### src/rtl/axi_id_arbiter_pkg.sv
// Shared encodings for the i/d AXI master merge: burst type, transaction IDs,
// read/write FSM states and the latched address-channel request.
package axi_id_arbiter_pkg;

  localparam logic [1:0] AXI_BURST_INCR = 2'b01;
  localparam logic [3:0] I_ID_DEFAULT   = 4'd0;
  localparam logic [3:0] D_ID_DEFAULT   = 4'd1;

  typedef enum logic [1:0] {
    R_IDLE = 2'd0,
    R_ADDR = 2'd1,
    R_DATA = 2'd2
  } rd_state_e;

  typedef enum logic [1:0] {
    W_IDLE = 2'd0,
    W_XFER = 2'd1,
    W_RESP = 2'd2
  } wr_state_e;

  typedef enum logic {
    OWN_I = 1'b0,
    OWN_D = 1'b1
  } owner_e;

  typedef struct packed {
    logic [31:0] addr;
    logic [7:0]  len;
    logic [2:0]  size;
  } ax_req_t;

endpackage

### src/rtl/axi_id_arbiter.sv
// Merges the i-side read master and the d-side read/write master onto one AXI
// master port; one read and one write in flight, with optional read-after-write hold.
module axi_id_arbiter
  import axi_id_arbiter_pkg::*;
#(
  parameter bit         D_PRIORITY = 1'b1,
  parameter bit         RAW_HOLD   = 1'b1,
  parameter logic [3:0] I_ID       = I_ID_DEFAULT,
  parameter logic [3:0] D_ID       = D_ID_DEFAULT
) (
  input  logic        clk,
  input  logic        rst,
  input  logic [31:0] i_araddr,
  input  logic [7:0]  i_arlen,
  input  logic [2:0]  i_arsize,
  input  logic        i_arvalid,
  output logic        i_arready,
  output logic [31:0] i_rdata,
  output logic        i_rlast,
  output logic        i_rvalid,
  input  logic        i_rready,
  input  logic [31:0] d_araddr,
  input  logic [7:0]  d_arlen,
  input  logic [2:0]  d_arsize,
  input  logic        d_arvalid,
  output logic        d_arready,
  output logic [31:0] d_rdata,
  output logic        d_rlast,
  output logic        d_rvalid,
  input  logic        d_rready,
  input  logic [31:0] d_awaddr,
  input  logic [7:0]  d_awlen,
  input  logic [2:0]  d_awsize,
  input  logic        d_awvalid,
  output logic        d_awready,
  input  logic [31:0] d_wdata,
  input  logic [3:0]  d_wstrb,
  input  logic        d_wlast,
  input  logic        d_wvalid,
  output logic        d_wready,
  output logic        d_bvalid,
  input  logic        d_bready,
  output logic [3:0]  m_arid,
  output logic [31:0] m_araddr,
  output logic [7:0]  m_arlen,
  output logic [2:0]  m_arsize,
  output logic [1:0]  m_arburst,
  output logic        m_arvalid,
  input  logic        m_arready,
  input  logic [3:0]  m_rid,
  input  logic [31:0] m_rdata,
  input  logic [1:0]  m_rresp,
  input  logic        m_rlast,
  input  logic        m_rvalid,
  output logic        m_rready,
  output logic [3:0]  m_awid,
  output logic [31:0] m_awaddr,
  output logic [7:0]  m_awlen,
  output logic [2:0]  m_awsize,
  output logic [1:0]  m_awburst,
  output logic        m_awvalid,
  input  logic        m_awready,
  output logic [3:0]  m_wid,
  output logic [31:0] m_wdata,
  output logic [3:0]  m_wstrb,
  output logic        m_wlast,
  output logic        m_wvalid,
  input  logic        m_wready,
  input  logic [3:0]  m_bid,
  input  logic [1:0]  m_bresp,
  input  logic        m_bvalid,
  output logic        m_bready
);

  rd_state_e rd_state_q, rd_state_d;
  owner_e    owner_q, owner_d;
  owner_e    rr_last_q, rr_last_d;
  ax_req_t   ar_q, ar_d;

  wr_state_e wr_state_q, wr_state_d;
  ax_req_t   aw_q, aw_d;
  logic      aw_done_q, aw_done_d;
  logic      w_done_q, w_done_d;

  logic raw_block;
  logic d_cand;
  logic grant_d;
  logic grant_i;
  logic to_i;
  logic to_d;
  logic w_open;
  logic unused_resp;

  // Routing trusts the owner register, so returned IDs and responses are not needed.
  assign unused_resp = ^{m_rid, m_rresp, m_bid, m_bresp};

  // Grants are suppressed while reset is asserted so no upstream handshake is lost.
  always_comb begin
    raw_block = RAW_HOLD && (wr_state_q != W_IDLE);
    d_cand    = d_arvalid && !raw_block;
    grant_d   = (rd_state_q == R_IDLE) && !rst && d_cand &&
                (D_PRIORITY || !i_arvalid || (rr_last_q == OWN_I));
    grant_i   = (rd_state_q == R_IDLE) && !rst && i_arvalid && !grant_d;
  end

  always_comb begin
    rd_state_d = rd_state_q;
    owner_d    = owner_q;
    rr_last_d  = rr_last_q;
    ar_d       = ar_q;
    case (rd_state_q)
      R_IDLE: begin
        if (grant_d) begin
          ar_d       = '{addr: d_araddr, len: d_arlen, size: d_arsize};
          owner_d    = OWN_D;
          rd_state_d = R_ADDR;
        end else if (grant_i) begin
          ar_d       = '{addr: i_araddr, len: i_arlen, size: i_arsize};
          owner_d    = OWN_I;
          rd_state_d = R_ADDR;
        end
      end
      R_ADDR: begin
        if (m_arready) rd_state_d = R_DATA;
      end
      R_DATA: begin
        if (m_rvalid && m_rready && m_rlast) begin
          rr_last_d  = owner_q;
          rd_state_d = R_IDLE;
        end
      end
      default: rd_state_d = R_IDLE;
    endcase
  end

  always_ff @(posedge clk or posedge rst) begin
    if (rst) begin
      rd_state_q <= R_IDLE;
      owner_q    <= OWN_I;
      rr_last_q  <= OWN_I;
      ar_q       <= '0;
    end else begin
      rd_state_q <= rd_state_d;
      owner_q    <= owner_d;
      rr_last_q  <= rr_last_d;
      ar_q       <= ar_d;
    end
  end

  assign i_arready = grant_i;
  assign d_arready = grant_d;
  assign m_arvalid = (rd_state_q == R_ADDR);
  assign m_arid    = (owner_q == OWN_D) ? D_ID : I_ID;
  assign m_araddr  = ar_q.addr;
  assign m_arlen   = ar_q.len;
  assign m_arsize  = ar_q.size;
  assign m_arburst = AXI_BURST_INCR;

  assign to_i     = (rd_state_q == R_DATA) && (owner_q == OWN_I);
  assign to_d     = (rd_state_q == R_DATA) && (owner_q == OWN_D);
  assign i_rvalid = to_i && m_rvalid;
  assign i_rlast  = to_i && m_rlast;
  assign i_rdata  = m_rdata;
  assign d_rvalid = to_d && m_rvalid;
  assign d_rlast  = to_d && m_rlast;
  assign d_rdata  = m_rdata;
  assign m_rready = (to_i && i_rready) || (to_d && d_rready);

  // AW and W complete independently inside W_XFER; either may finish first.
  always_comb begin
    wr_state_d = wr_state_q;
    aw_d       = aw_q;
    aw_done_d  = aw_done_q;
    w_done_d   = w_done_q;
    case (wr_state_q)
      W_IDLE: begin
        if (d_awvalid) begin
          aw_d       = '{addr: d_awaddr, len: d_awlen, size: d_awsize};
          aw_done_d  = 1'b0;
          w_done_d   = 1'b0;
          wr_state_d = W_XFER;
        end
      end
      W_XFER: begin
        if (m_awvalid && m_awready) aw_done_d = 1'b1;
        if (m_wvalid && m_wready && d_wlast) w_done_d = 1'b1;
        if (aw_done_q && w_done_q) wr_state_d = W_RESP;
      end
      W_RESP: begin
        if (m_bvalid && d_bready) begin
          aw_done_d  = 1'b0;
          w_done_d   = 1'b0;
          wr_state_d = W_IDLE;
        end
      end
      default: wr_state_d = W_IDLE;
    endcase
  end

  always_ff @(posedge clk or posedge rst) begin
    if (rst) begin
      wr_state_q <= W_IDLE;
      aw_q       <= '0;
      aw_done_q  <= 1'b0;
      w_done_q   <= 1'b0;
    end else begin
      wr_state_q <= wr_state_d;
      aw_q       <= aw_d;
      aw_done_q  <= aw_done_d;
      w_done_q   <= w_done_d;
    end
  end

  assign w_open    = (wr_state_q == W_XFER) && !w_done_q;
  assign d_awready = (wr_state_q == W_IDLE) && d_awvalid && !rst;
  assign m_awvalid = (wr_state_q == W_XFER) && !aw_done_q;
  assign m_awid    = D_ID;
  assign m_awaddr  = aw_q.addr;
  assign m_awlen   = aw_q.len;
  assign m_awsize  = aw_q.size;
  assign m_awburst = AXI_BURST_INCR;

  assign m_wid    = D_ID;
  assign m_wdata  = d_wdata;
  assign m_wstrb  = d_wstrb;
  assign m_wlast  = w_open && d_wlast;
  assign m_wvalid = w_open && d_wvalid;
  assign d_wready = w_open && m_wready;

  assign m_bready = (wr_state_q == W_RESP) && d_bready;
  assign d_bvalid = (wr_state_q == W_RESP) && m_bvalid;

endmodule
### config.mk
export PLATFORM = sky130hd
export DESIGN_NAME = axi_id_arbiter
export DESIGN_NICKNAME = d
export VERILOG_FILES = /design/src/rtl/axi_id_arbiter_pkg.sv /design/src/rtl/axi_id_arbiter.sv
export SDC_FILE = /design/constraint.sdc
export NUM_CORES = 1
export LEC_CHECK = 0
export CAP_MARGIN = 20
export CELL_PAD_IN_SITES_DETAIL_PLACEMENT = 0
export CELL_PAD_IN_SITES_GLOBAL_PLACEMENT = 2
export CORE_ASPECT_RATIO = 2
export CORE_MARGIN = 5
export CORE_UTILIZATION = 19
export CTS_CLUSTER_SIZE = 10
export DETAILED_ROUTE_END_ITERATION = 12
export HOLD_SLACK_MARGIN = 0.08
export PLACE_DENSITY_LB_ADDON = 0.1
export SYNTH_ARGS = -nofsm -noshare
export SYNTH_HDL_FRONTEND = slang
export SYNTH_SLANG_ARGS = --single-unit
### constraint.sdc
create_clock -name clk -period 15.25 [get_ports clk]
set_clock_uncertainty 0.2 [all_clocks]
set_input_delay 4.575 -clock clk [delete_from_list [all_inputs] [get_ports clk]]
set_output_delay 4.575 -clock clk [all_outputs]
set_load 0.01 [all_outputs]
==> metrics <==
Comb power frac=between 40% and 50%; Tmin final=11,250 ps; required time of the critical path=10,480 ps; area grow syn2layout=44.6%; status=complete, no violations; fillers=between 2,000 and 3,000; worst min-delay path category=register to register; reg2reg path depth=3; top cells by area, synth=dfrtp_1 (45%), buf_4 (17%), mux2_2 (12%); most frequent cell after synthesis=buf_4; Routed WL=17,100 um; pwr/cell area=roughly 180 nW/um2; Net Switching=around 0.00043 W; Sinks on Clock Net=93; most area-hungry cell type in the Yosys netlist=dfrtp_1; CP startpoint kind=primary input; r2r setup slk=around 13,000 ps; Max VDD drop=roughly 0.000075 V; top_reg_cell synth=dfrtp_1; Die X=127 um; Post-synth EDFFs=0; Clk pin slew, worst setup/hold paths=70 ps; cts repair resizes=0; CTS root buf=clkbuf_16; Final Max Slew Viols=0; worst r2r dst=m_awaddr[27]; final setup violation count=0; # diodes=0; fmax=between 80 and 90 MHz; clock share of power=18.4%; H-tree Lvls=3; post-synth top area share=44.7%; die height=244 um; Worst setup EP type=primary output; Switching Share=30.9%; Setup Buffers After CTS=0; synthesized area=~5200 um2; Slew HR=30.2%; total power=0.00138 W; DRC=0; vias in the first global route=3,908; synthesized area per cell=13.0 um2; critical path type=primary input to primary output; Initial Util=19.3%; Reg-to-Reg Start=wr_state_q[0]; Tcrit/Tclk final=73.8%; remaining antenna violation count after routing=0; Flop pwr share=between 30% and 40%; IO buf count=246; Setup crit start=rst; min-delay src=m_awaddr[6]; Worst Tran Pin Value=between 1000 and 1500 ps; DRT Pass-1 Iters=3; Core Region=27,000 um2; TritonCTS clock tree=built; CTS Hold Bufs=0; post-synth cell types=28; commonest cells in the netlist=buf_4 (116), dfrtp_1 (93), mux2_2 (54); RSZ-0062 raised after global routing=false; clk_lat worst skew=360 ps; Top Ports=roughly 440; yosys warns=0; Rows=85; Final nets=768; Syn Inst Count=399; DR iter-0 viols=37; Pleak=between 3 and 4 nW; sequential-to-total area share from yosys stat=44.7%; final hold viol count=0; setup tns final=0 ps; Wirelength per Cell=roughly 19 um; Worst Hold Depth=1; max-cap viol count=0; initial antenna violation count=0; via count=3,353; HPWL after DPL=around 13,000 um; largest net degree at the start of global routing=51; crit path max fanout=45; first-pass GRT wire length=25,100 um; GP Congestion=slightly below 0.7; Vias/cell=3.74; buffers from clock root to sink, at most=2; crit path DAT=6480 ps; #FFs+latches synth=93; Internal=0.000956 W; share of post-route cells with drive strength above 1=20.6%; Die ar.=31,000 um2; ys async rst share=100%; GRT Total Usage=roughly 11%; CTS buffer count=9; hold endpoint=m_awaddr[6]; grt ovf=0
-- through the flow --
stage | setup WS [ps] | hold slack (ps) | instance area, um2 | cells | utilization, %
after detailed placement | 3880 | 294 | 7200 | 880 | 26.6
after global routing | 3810 | 324 | 7520 | 896 | 27.8
after CTS | 3890 | 311 | 7520 | 896 | 27.8
final | 4000 | 306 | 7520 | 896 | 27.8
after floorplan | 3510 | 322 | 5250 | 412 | -
after global placement | 3900 | 290 | 7200 | 880 | 26.6
-- cell type report --
cell class	count	area [um2]	share of cell area [%]
Clock buffer	10	229	3.04
Clock inverter	6	93.8	1.25
Inverter	5	21.3	0.283
Multi-Input combinational cell	184	1920	25.6
Sequential cell	93	2330	30.9
Tap cell	348	435	5.79
Timing Repair Buffer	250	2490	33.1
-- how the worst max path moves through the flow --
stage                endpoint
floorplan           d_awready
global placement    d_awready
detailed placement  d_awready
CTS                 d_awready
global route        d_awready
finish              d_awready
-- kinds of logic (layout without fill, tap and decap cells) --
group | Yosys count | after routing | synth area share (%)
simple gates | 26 | 26 | 3.30
flops | 93 | 93 | 44.7
buf+inv | 135 | 271 | 19.4
other cells | 2 | 15 | 0.144
compound gates | 13 | 13 | 1.68
mux | 130 | 130 | 30.7
-- registers in the layout, summed over array words and instances, names as in the netlist --
| register | cells |
|---|---|
| m_arlen | 8 |
| m_awaddr | 32 |
| aw_done_q | 1 |
| owner_q | 1 |
| m_awsize | 3 |
| m_awlen | 8 |
| m_arsize | 3 |
| w_done_q | 1 |
| rd_state_q | 2 |
| wr_state_q | 2 |
| m_araddr | 32 |
-- cell usage in the layout (no fill, tap or decap), types with 2 or more instances in the layout --
master,instances
a21oi_1,3
and2_1,3
and3_1,6
buf_4,4
bufinv_16,2
clkbuf_16,9
clkdlybuf4s50_1,246
conb_1,15
dfrtp_1,93
inv_1,4
inv_6,3
mux2_1,39
mux2_2,54
mux2_4,36
nand2_1,4
nor2_1,2
nor2b_1,2
nor3b_1,4
o21ai_0,4
-- metal layers --
layer / GRT usage [%] / routed length [um]
met1: 9.43 / 4930
met2: 21.6 / 9980
met3: 4.28 / 1580
met4: 5.91 / 638
met5: 0 / 0
-- worst max-delay path: stages --
cell and delay [ps]:
clkdlybuf4s50_1 540, inv_4 510, and3_1 260, clkdlybuf4s50_1 580
-- power groups by stage --
stage          Combinational (W)  Clock (W)  Sequential, W
2_1_floorplan           0.000314          0       0.000495
3_3_place_gp            0.000699          0       0.000449
3_5_place_dp            0.000703          0       0.000452
4_1_cts                 0.000705   0.000270       0.000449
5_1_grt                 0.000735   0.000278       0.000463
6_report                0.000684   0.000255       0.000446
Note: power is estimated with default switching activity, not from simulation.
